File: config.mk
export PLATFORM = sky130hd
export DESIGN_NAME = gs_cfg_ctrl
export DESIGN_NICKNAME = d
export VERILOG_FILES = /design/src/rtl/gs_cfg_ctrl.sv
export SDC_FILE = /design/constraint.sdc
export NUM_CORES = 1
export LEC_CHECK = 0
export ABC_AREA = 1
export CAP_MARGIN = 30
export CORE_MARGIN = 2
export CORE_UTILIZATION = 40
export CTS_CLUSTER_DIAMETER = 50
export DETAILED_ROUTE_END_ITERATION = 16
export PLACE_DENSITY = 0.61
export SYNTH_ARGS = -nofsm -noshare
export SYNTH_HDL_FRONTEND = slang
export SYNTH_SLANG_ARGS = --single-unit
File: constraint.sdc
create_clock -name clkin -period 2.4 [get_ports clkin]
set_input_delay 0.24 -clock clkin [delete_from_list [all_inputs] [get_ports clkin]]
set_output_delay 0.24 -clock clkin [all_outputs]
set_load 0.02 [all_outputs]
File: src/rtl/gs_cfg_ctrl.sv
// FPGA configuration controller for the GS CPLD: Z80 I/O port decode, nCONFIG
// sequencing with a minimum low pulse and nSTATUS timeout, sticky cold-reset flag.
module gs_cfg_ctrl #(
    parameter int                ADDR_W    = 8,
    parameter logic [ADDR_W-1:0] CTRL_PORT = 8'h80,
    parameter logic [ADDR_W-1:0] FLAG_PORT = 8'h40,
    parameter logic [ADDR_W-1:0] CS_PORT   = 8'hC0,
    parameter int                PULSE_CYC = 8,
    parameter int                TMO_W     = 16,
    parameter int                TMO_CYC   = 50000
) (
    input  logic              clkin,
    input  logic              coldres_n,
    input  logic              iorq_n,
    input  logic              rd_n,
    input  logic              wr_n,
    input  logic [ADDR_W-1:0] addr,
    input  logic [7:0]        din,
    output logic [7:0]        dout,
    output logic              dout_oe,
    output logic              cs,
    output logic              config_n,
    input  logic              status_n,
    input  logic              conf_done,
    input  logic              init_done,
    output logic              cold_flag,
    output logic              cfg_err
);

    localparam int              PC_W      = $clog2(PULSE_CYC + 1);
    localparam logic [PC_W-1:0] PULSE_MAX = PC_W'(PULSE_CYC);
    localparam logic [TMO_W-1:0] TMO_MAX  = TMO_W'(TMO_CYC);

    typedef enum logic [1:0] {
        ST_HOLD  = 2'd0,
        ST_WAIT  = 2'd1,
        ST_READY = 2'd2,
        ST_ERR   = 2'd3
    } state_t;

    state_t             r_state;
    logic [PC_W-1:0]    r_pulse_cnt;
    logic [TMO_W-1:0]   r_tmo_cnt;
    logic               r_status_meta, r_status_s;
    logic               r_conf_meta, r_conf_s;
    logic               r_init_meta, r_init_s;
    logic               r_iow_d;
    logic               r_req;

    logic               w_iow;
    logic               w_wr_accept;
    logic               w_ctrl_hit;
    logic               w_flag_hit;
    logic [PC_W-1:0]    w_pulse_nxt;
    logic [TMO_W-1:0]   w_tmo_nxt;
    logic [7:0]         w_rd_data;
    logic               w_unused_din;

    // Bus decode, counter increments and read-data mux.
    always_comb begin
        w_iow        = !iorq_n && !wr_n;
        w_wr_accept  = w_iow && !r_iow_d;
        w_ctrl_hit   = (addr == CTRL_PORT);
        w_flag_hit   = (addr == FLAG_PORT);
        dout_oe      = !iorq_n && !rd_n && (w_ctrl_hit || w_flag_hit);
        cs           = (addr == CS_PORT);
        w_unused_din = ^din[6:1];
        w_tmo_nxt    = r_tmo_cnt + TMO_W'(1);
        if (r_pulse_cnt == PULSE_MAX) begin
            w_pulse_nxt = PULSE_MAX;
        end else begin
            w_pulse_nxt = r_pulse_cnt + PC_W'(1);
        end
        if (w_ctrl_hit) begin
            w_rd_data = {r_status_s, cfg_err, r_init_s, 2'b00,
                         (r_state == ST_READY), config_n, r_conf_s};
        end else if (w_flag_hit) begin
            w_rd_data = {cold_flag, 7'b0000000};
        end else begin
            w_rd_data = 8'h00;
        end
    end

    // Two-flop synchronisers for the asynchronous FPGA status pins.
    always_ff @(posedge clkin or negedge coldres_n) begin
        if (!coldres_n) begin
            r_status_meta <= 1'b1;
            r_status_s    <= 1'b1;
            r_conf_meta   <= 1'b0;
            r_conf_s      <= 1'b0;
            r_init_meta   <= 1'b0;
            r_init_s      <= 1'b0;
        end else begin
            r_status_meta <= status_n;
            r_status_s    <= r_status_meta;
            r_conf_meta   <= conf_done;
            r_conf_s      <= r_conf_meta;
            r_init_meta   <= init_done;
            r_init_s      <= r_init_meta;
        end
    end

    // Register file: one accepted write per bus cycle; cold_flag only set here.
    always_ff @(posedge clkin or negedge coldres_n) begin
        if (!coldres_n) begin
            r_iow_d   <= 1'b0;
            r_req     <= 1'b0;
            cold_flag <= 1'b0;
            dout      <= 8'h00;
        end else begin
            r_iow_d <= w_iow;
            dout    <= w_rd_data;
            if (w_wr_accept && w_ctrl_hit) begin
                r_req <= din[0];
                if (din[7]) begin
                    cold_flag <= 1'b1;
                end
            end
        end
    end

    // Configuration sequencer; the HOLD release fires on the edge the count reaches
    // PULSE_CYC so config_n is low for exactly PULSE_CYC cycles after HOLD entry.
    always_ff @(posedge clkin or negedge coldres_n) begin
        if (!coldres_n) begin
            r_state     <= ST_HOLD;
            r_pulse_cnt <= {PC_W{1'b0}};
            r_tmo_cnt   <= {TMO_W{1'b0}};
            config_n    <= 1'b0;
            cfg_err     <= 1'b0;
        end else begin
            case (r_state)
                ST_HOLD: begin
                    r_pulse_cnt <= w_pulse_nxt;
                    if (r_req && (w_pulse_nxt == PULSE_MAX)) begin
                        r_state   <= ST_WAIT;
                        r_tmo_cnt <= {TMO_W{1'b0}};
                        config_n  <= 1'b1;
                    end
                end
                ST_WAIT: begin
                    if (!r_req) begin
                        r_state     <= ST_HOLD;
                        r_pulse_cnt <= {PC_W{1'b0}};
                        config_n    <= 1'b0;
                        cfg_err     <= 1'b0;
                    end else if (r_status_s) begin
                        r_state <= ST_READY;
                    end else if (w_tmo_nxt == TMO_MAX) begin
                        r_state <= ST_ERR;
                        cfg_err <= 1'b1;
                    end else begin
                        r_tmo_cnt <= w_tmo_nxt;
                    end
                end
                ST_READY: begin
                    if (!r_req) begin
                        r_state     <= ST_HOLD;
                        r_pulse_cnt <= {PC_W{1'b0}};
                        config_n    <= 1'b0;
                        cfg_err     <= 1'b0;
                    end else if (!r_status_s) begin
                        r_state <= ST_ERR;
                        cfg_err <= 1'b1;
                    end
                end
                ST_ERR: begin
                    if (!r_req) begin
                        r_state     <= ST_HOLD;
                        r_pulse_cnt <= {PC_W{1'b0}};
                        config_n    <= 1'b0;
                        cfg_err     <= 1'b0;
                    end
                end
                default: begin
                    r_state     <= ST_HOLD;
                    r_pulse_cnt <= {PC_W{1'b0}};
                    config_n    <= 1'b0;
                    cfg_err     <= 1'b0;
                end
            endcase
        end
    end

endmodule
==> flow_summary.toml <==
[global_routing]
global_route_met2_usage_pct = 29.5
antenna_found_initial = 0
groute.usage.overall_pct = 17.3
use_met1_pct = 21.3
globalRouteMet3Util_pct = 5.06
grt_first_pass_wirelength_um = 8510
first_global_vias = 1924
globalRouteOverflowTotal = 0
top_usage_layer = "met2"
grt_start_max_net_pins = 40

[setup_path]
rr_endpoint = "r_tmo_cnt[1]"
timing.critical_path.arrival_ns = 2.32
cpPeakStageDelay_ns = 0.42
worst-setup-path-type = "register to register"
critical_path.endpoint_type = "register"
cp_slowest_cell = "sky130_fd_sc_hd__dfrtp_2"
most_common_cell_type_on_the_critical_path = "sky130_fd_sc_hd__nand2_1"
critPathMaxFanout = 16
register_to_register_setup_slack_ns = 0.31
cp_data_required_time_ns = 2.63
timing.critical_path.cells = "ha_2, nand3_1, nor2_2, nand2_1, nand2_1, nand2_1, nor2_1, nand2_1, nor2_1, nand2_1, nand2_2, buf_6, nand3_1, nand2_1"
start_kind = "register"
ff2ff_path_depth = 14
worstReg2RegStart = "r_tmo_cnt[1]"

[run]
drv.max_cap_violation_count = 0

[place]
pre_cts_ws_ns = 0.116
numPlacedInstances = 408
placement.io_buffers = 28
routability_congestion_estimate = 0.866
place.detailed.hpwl_um = 3380

[synthesis]
yosysSeqAreaShare_pct = 44.0
yosysWarningCount = 0
syn_inst = 311
ys_seq_elements = 39
post_synth_instance_area_um2 = 2230
avgSynthCellArea_um2 = 7.16
synth_cell_type_count = 30

[die]
io_pins = 37
area_of_the_die_um2 = 6180
row_count = 27
fp.dieW_um = 78.6
coreArea_um2 = 5440
die-height_um = 78.6
start_util_pct = 40.9

[timing]
rsz0062_at_grt = "false"
setup_viol = 0
max_slew.worst_pin.slew_ns = 0.852
final-hold-violation-count = 0
final.setup.tns_ns = 0
final_skew_ns = 0.0118
slew_violations = 0
max_clock_freq_mhz = 478
final_period_minus_worst_setup_slack_ns = 2.09
final.period_utilization_pct = 87.1
max_slew_margin_pct = 43.2
post-route-worst-setup-slack_ns = 0.310

[power_and_ir_drop]
switchingPower_uw = 666
pwr_density_cell_nw_per_um2 = 662
intPower_uw = 1100
power.ir.vdd_worst_v = 0.000344
power.share.combinational_pct = 30.3
power.share.sequential_pct = 44.4
share_of_total_power_in_the_clock_network_pct = 25.3
netSwitchingFraction_pct = 37.7
p_leak_uw = 0.00126

[clock_network]
clock_tree.buffer_depth = 2
cts_hold_repair.buffers = 0
clock_latency_reported_for_the_late_side_of_the_worst_skew_pair_ns = 0.29
cts.sinks = 39
htree_levels = 2
clock_tree_from_tritoncts = "built"
cell_at_the_root_of_the_clock_tree = "sky130_fd_sc_hd__clkbuf_8"
clk_pin_slew_worst_paths_ns = 0.08
cts_buffers = 5

[detailed_routing]
routedWlPerCell_um = 11.3
drt_wl_total_um = 4700
dr.first_iter.drc_count = 89
vias_per_cell = 4.72
drt_pass1_iterations = 4
final_antenna_net_count = 0
drc_errors = 0
route.vias.total = 1962

[cells_and_area]
post_route_cells_drive_above_1_share_pct = 8.43
post_layout_nonfiller_instances = 416
nNetsFinal = 371
diodes = 0
area_growth_from_synthesis_to_layout_pct = 20.1

[hold_path]
hold_class = "input pin to asynchronous set/reset pin"

[run_status]
run_status = "complete, no violations"
worst max-delay path, delay by kind of cell, from the launching register on:
kind                       cells  cell delay, ns
and+or+nand+nor               12            1.15
buffers and inverters          1            0.19
DFF                            1            0.42
adders and majority gates      1            0.24
power groups by stage:
stage               combinational (uW)  sequential, uW  clock, uW
floorplan                          353             799          0
global placement                   527             795          0
detailed placement                 529             797          0
CTS                                533             785        468
global route                       617             795        496
finish                             536             786        447
metal layers:
layer,part of all wire (%),up-vias
met5,0,-
met4,1.2,0
met2,48,35
met1,46,875
met3,5.4,6
li1,-,1046
flip-flops by register name, indices dropped and copies added (netlist names):
register       count
r_iow_d            1
r_pulse_cnt        4
dout               6
r_conf_s           1
r_init_meta        1
config_n           1
r_conf_meta        1
cold_flag          1
r_tmo_cnt         16
r_req              1
r_status_meta      1
cfg_err            1
r_state            2
r_status_s         1
r_init_s           1
metrics by stage:
stage,total power (uW),util [%],cell area [um2],hold slack [ns]
floorplan,1150,-,2230,-0.0556
global placement,1320,47.2,2570,0.334
detailed placement,1330,47.2,2570,0.336
CTS,1780,48.9,2660,0.0883
global route,1910,49.1,2670,0.115
finish,1770,49.1,2670,0.0327
layout make-up:
cell class / count / area [um2]
fill: 570 / 2770
multi-input combinational: 224 / 1050
sequential: 39 / 980
timing repair buffer: 32 / 312
inverter: 41 / 154
tap: 72 / 90.1
clock buffer: 5 / 68.8
clock inverter: 3 / 20.0
layout by cell type (no fill, tap or decap), types with 5 or more instances in the layout:
master	n
sky130_fd_sc_hd__inv_1	37
sky130_fd_sc_hd__clkdlybuf4s50_1	26
sky130_fd_sc_hd__nand2_1	97
sky130_fd_sc_hd__clkbuf_8	5
sky130_fd_sc_hd__nor2_1	36
sky130_fd_sc_hd__o21ai_0	6
sky130_fd_sc_hd__nand3_1	37
sky130_fd_sc_hd__nand4_1	5
sky130_fd_sc_hd__a21oi_1	8
sky130_fd_sc_hd__dfrtp_1	36
cells in the mapped netlist:
cell type / n / share of area [%]
sky130_fd_sc_hd__nor4_1: 1 / 0.28
sky130_fd_sc_hd__xor2_1: 2 / 0.79
sky130_fd_sc_hd__o21ai_0: 6 / 1.3
sky130_fd_sc_hd__o21a_1: 1 / 0.34
sky130_fd_sc_hd__dfrtp_1: 37 / 42
sky130_fd_sc_hd__dfstp_2: 2 / 2.4
sky130_fd_sc_hd__nand3b_1: 2 / 0.67
sky130_fd_sc_hd__nand3_1: 37 / 8.3
sky130_fd_sc_hd__o22ai_1: 3 / 0.84
sky130_fd_sc_hd__nor3_1: 3 / 0.67
sky130_fd_sc_hd__buf_4: 3 / 1.0
sky130_fd_sc_hd__ha_1: 4 / 2.2
sky130_fd_sc_hd__a211oi_1: 2 / 0.67
sky130_fd_sc_hd__nor2_2: 4 / 1.1
sky130_fd_sc_hd__nor2_4: 1 / 0.51
sky130_fd_sc_hd__and2_1: 1 / 0.28
sky130_fd_sc_hd__a21oi_1: 8 / 1.8
sky130_fd_sc_hd__clkbuf_1: 3 / 0.51
sky130_fd_sc_hd__o21ai_1: 3 / 0.67
sky130_fd_sc_hd__a22oi_1: 2 / 0.67
sky130_fd_sc_hd__inv_2: 3 / 0.51
sky130_fd_sc_hd__clkinv_1: 1 / 0.17
sky130_fd_sc_hd__nor2_1: 36 / 6.1
sky130_fd_sc_hd__conb_1: 1 / 0.17
sky130_fd_sc_hd__nand2_2: 3 / 0.84
sky130_fd_sc_hd__mux2_2: 1 / 0.51
sky130_fd_sc_hd__buf_6: 2 / 1.0
sky130_fd_sc_hd__nand2_1: 97 / 16
sky130_fd_sc_hd__nand4_1: 5 / 1.4
sky130_fd_sc_hd__inv_1: 37 / 6.2
worst max-delay path by stage:
stage | cells past startpoint | slack [ns] | to | startpoint
2_1_floorplan | 15 | 0.49 | r_tmo_cnt[6] | r_tmo_cnt[0]
5_1_grt | 14 | 0.02 | r_tmo_cnt[6] | r_tmo_cnt[1]
3_3_place_gp | 7 | 0.12 | dout_oe | addr[5]
3_5_place_dp | 7 | 0.12 | dout_oe | addr[5]
6_report | 14 | 0.31 | r_tmo_cnt[1] | r_tmo_cnt[1]
4_1_cts | 7 | 0.11 | dout_oe | addr[5]
cells by family after synthesis:
kind of cell / count (synthesis) / synth area share [%]
flops: 39 / 44.0
buf+inv: 49 / 9.44
simple gates: 190 / 36.5
fa+ha+maj: 4 / 2.25
other cells: 1 / 0.168
mux: 1 / 0.506
compound gates: 25 / 6.35
xor+xnor: 2 / 0.787
what timing repair did:
item / CTS / global route
setup buffers: 0 / 0
setup endpoints to repair: 0 / 17
endpoints found under the hold margin: 0 / 0
gates resized for setup: 0 / 5
(Power assumes the default switching activity.)
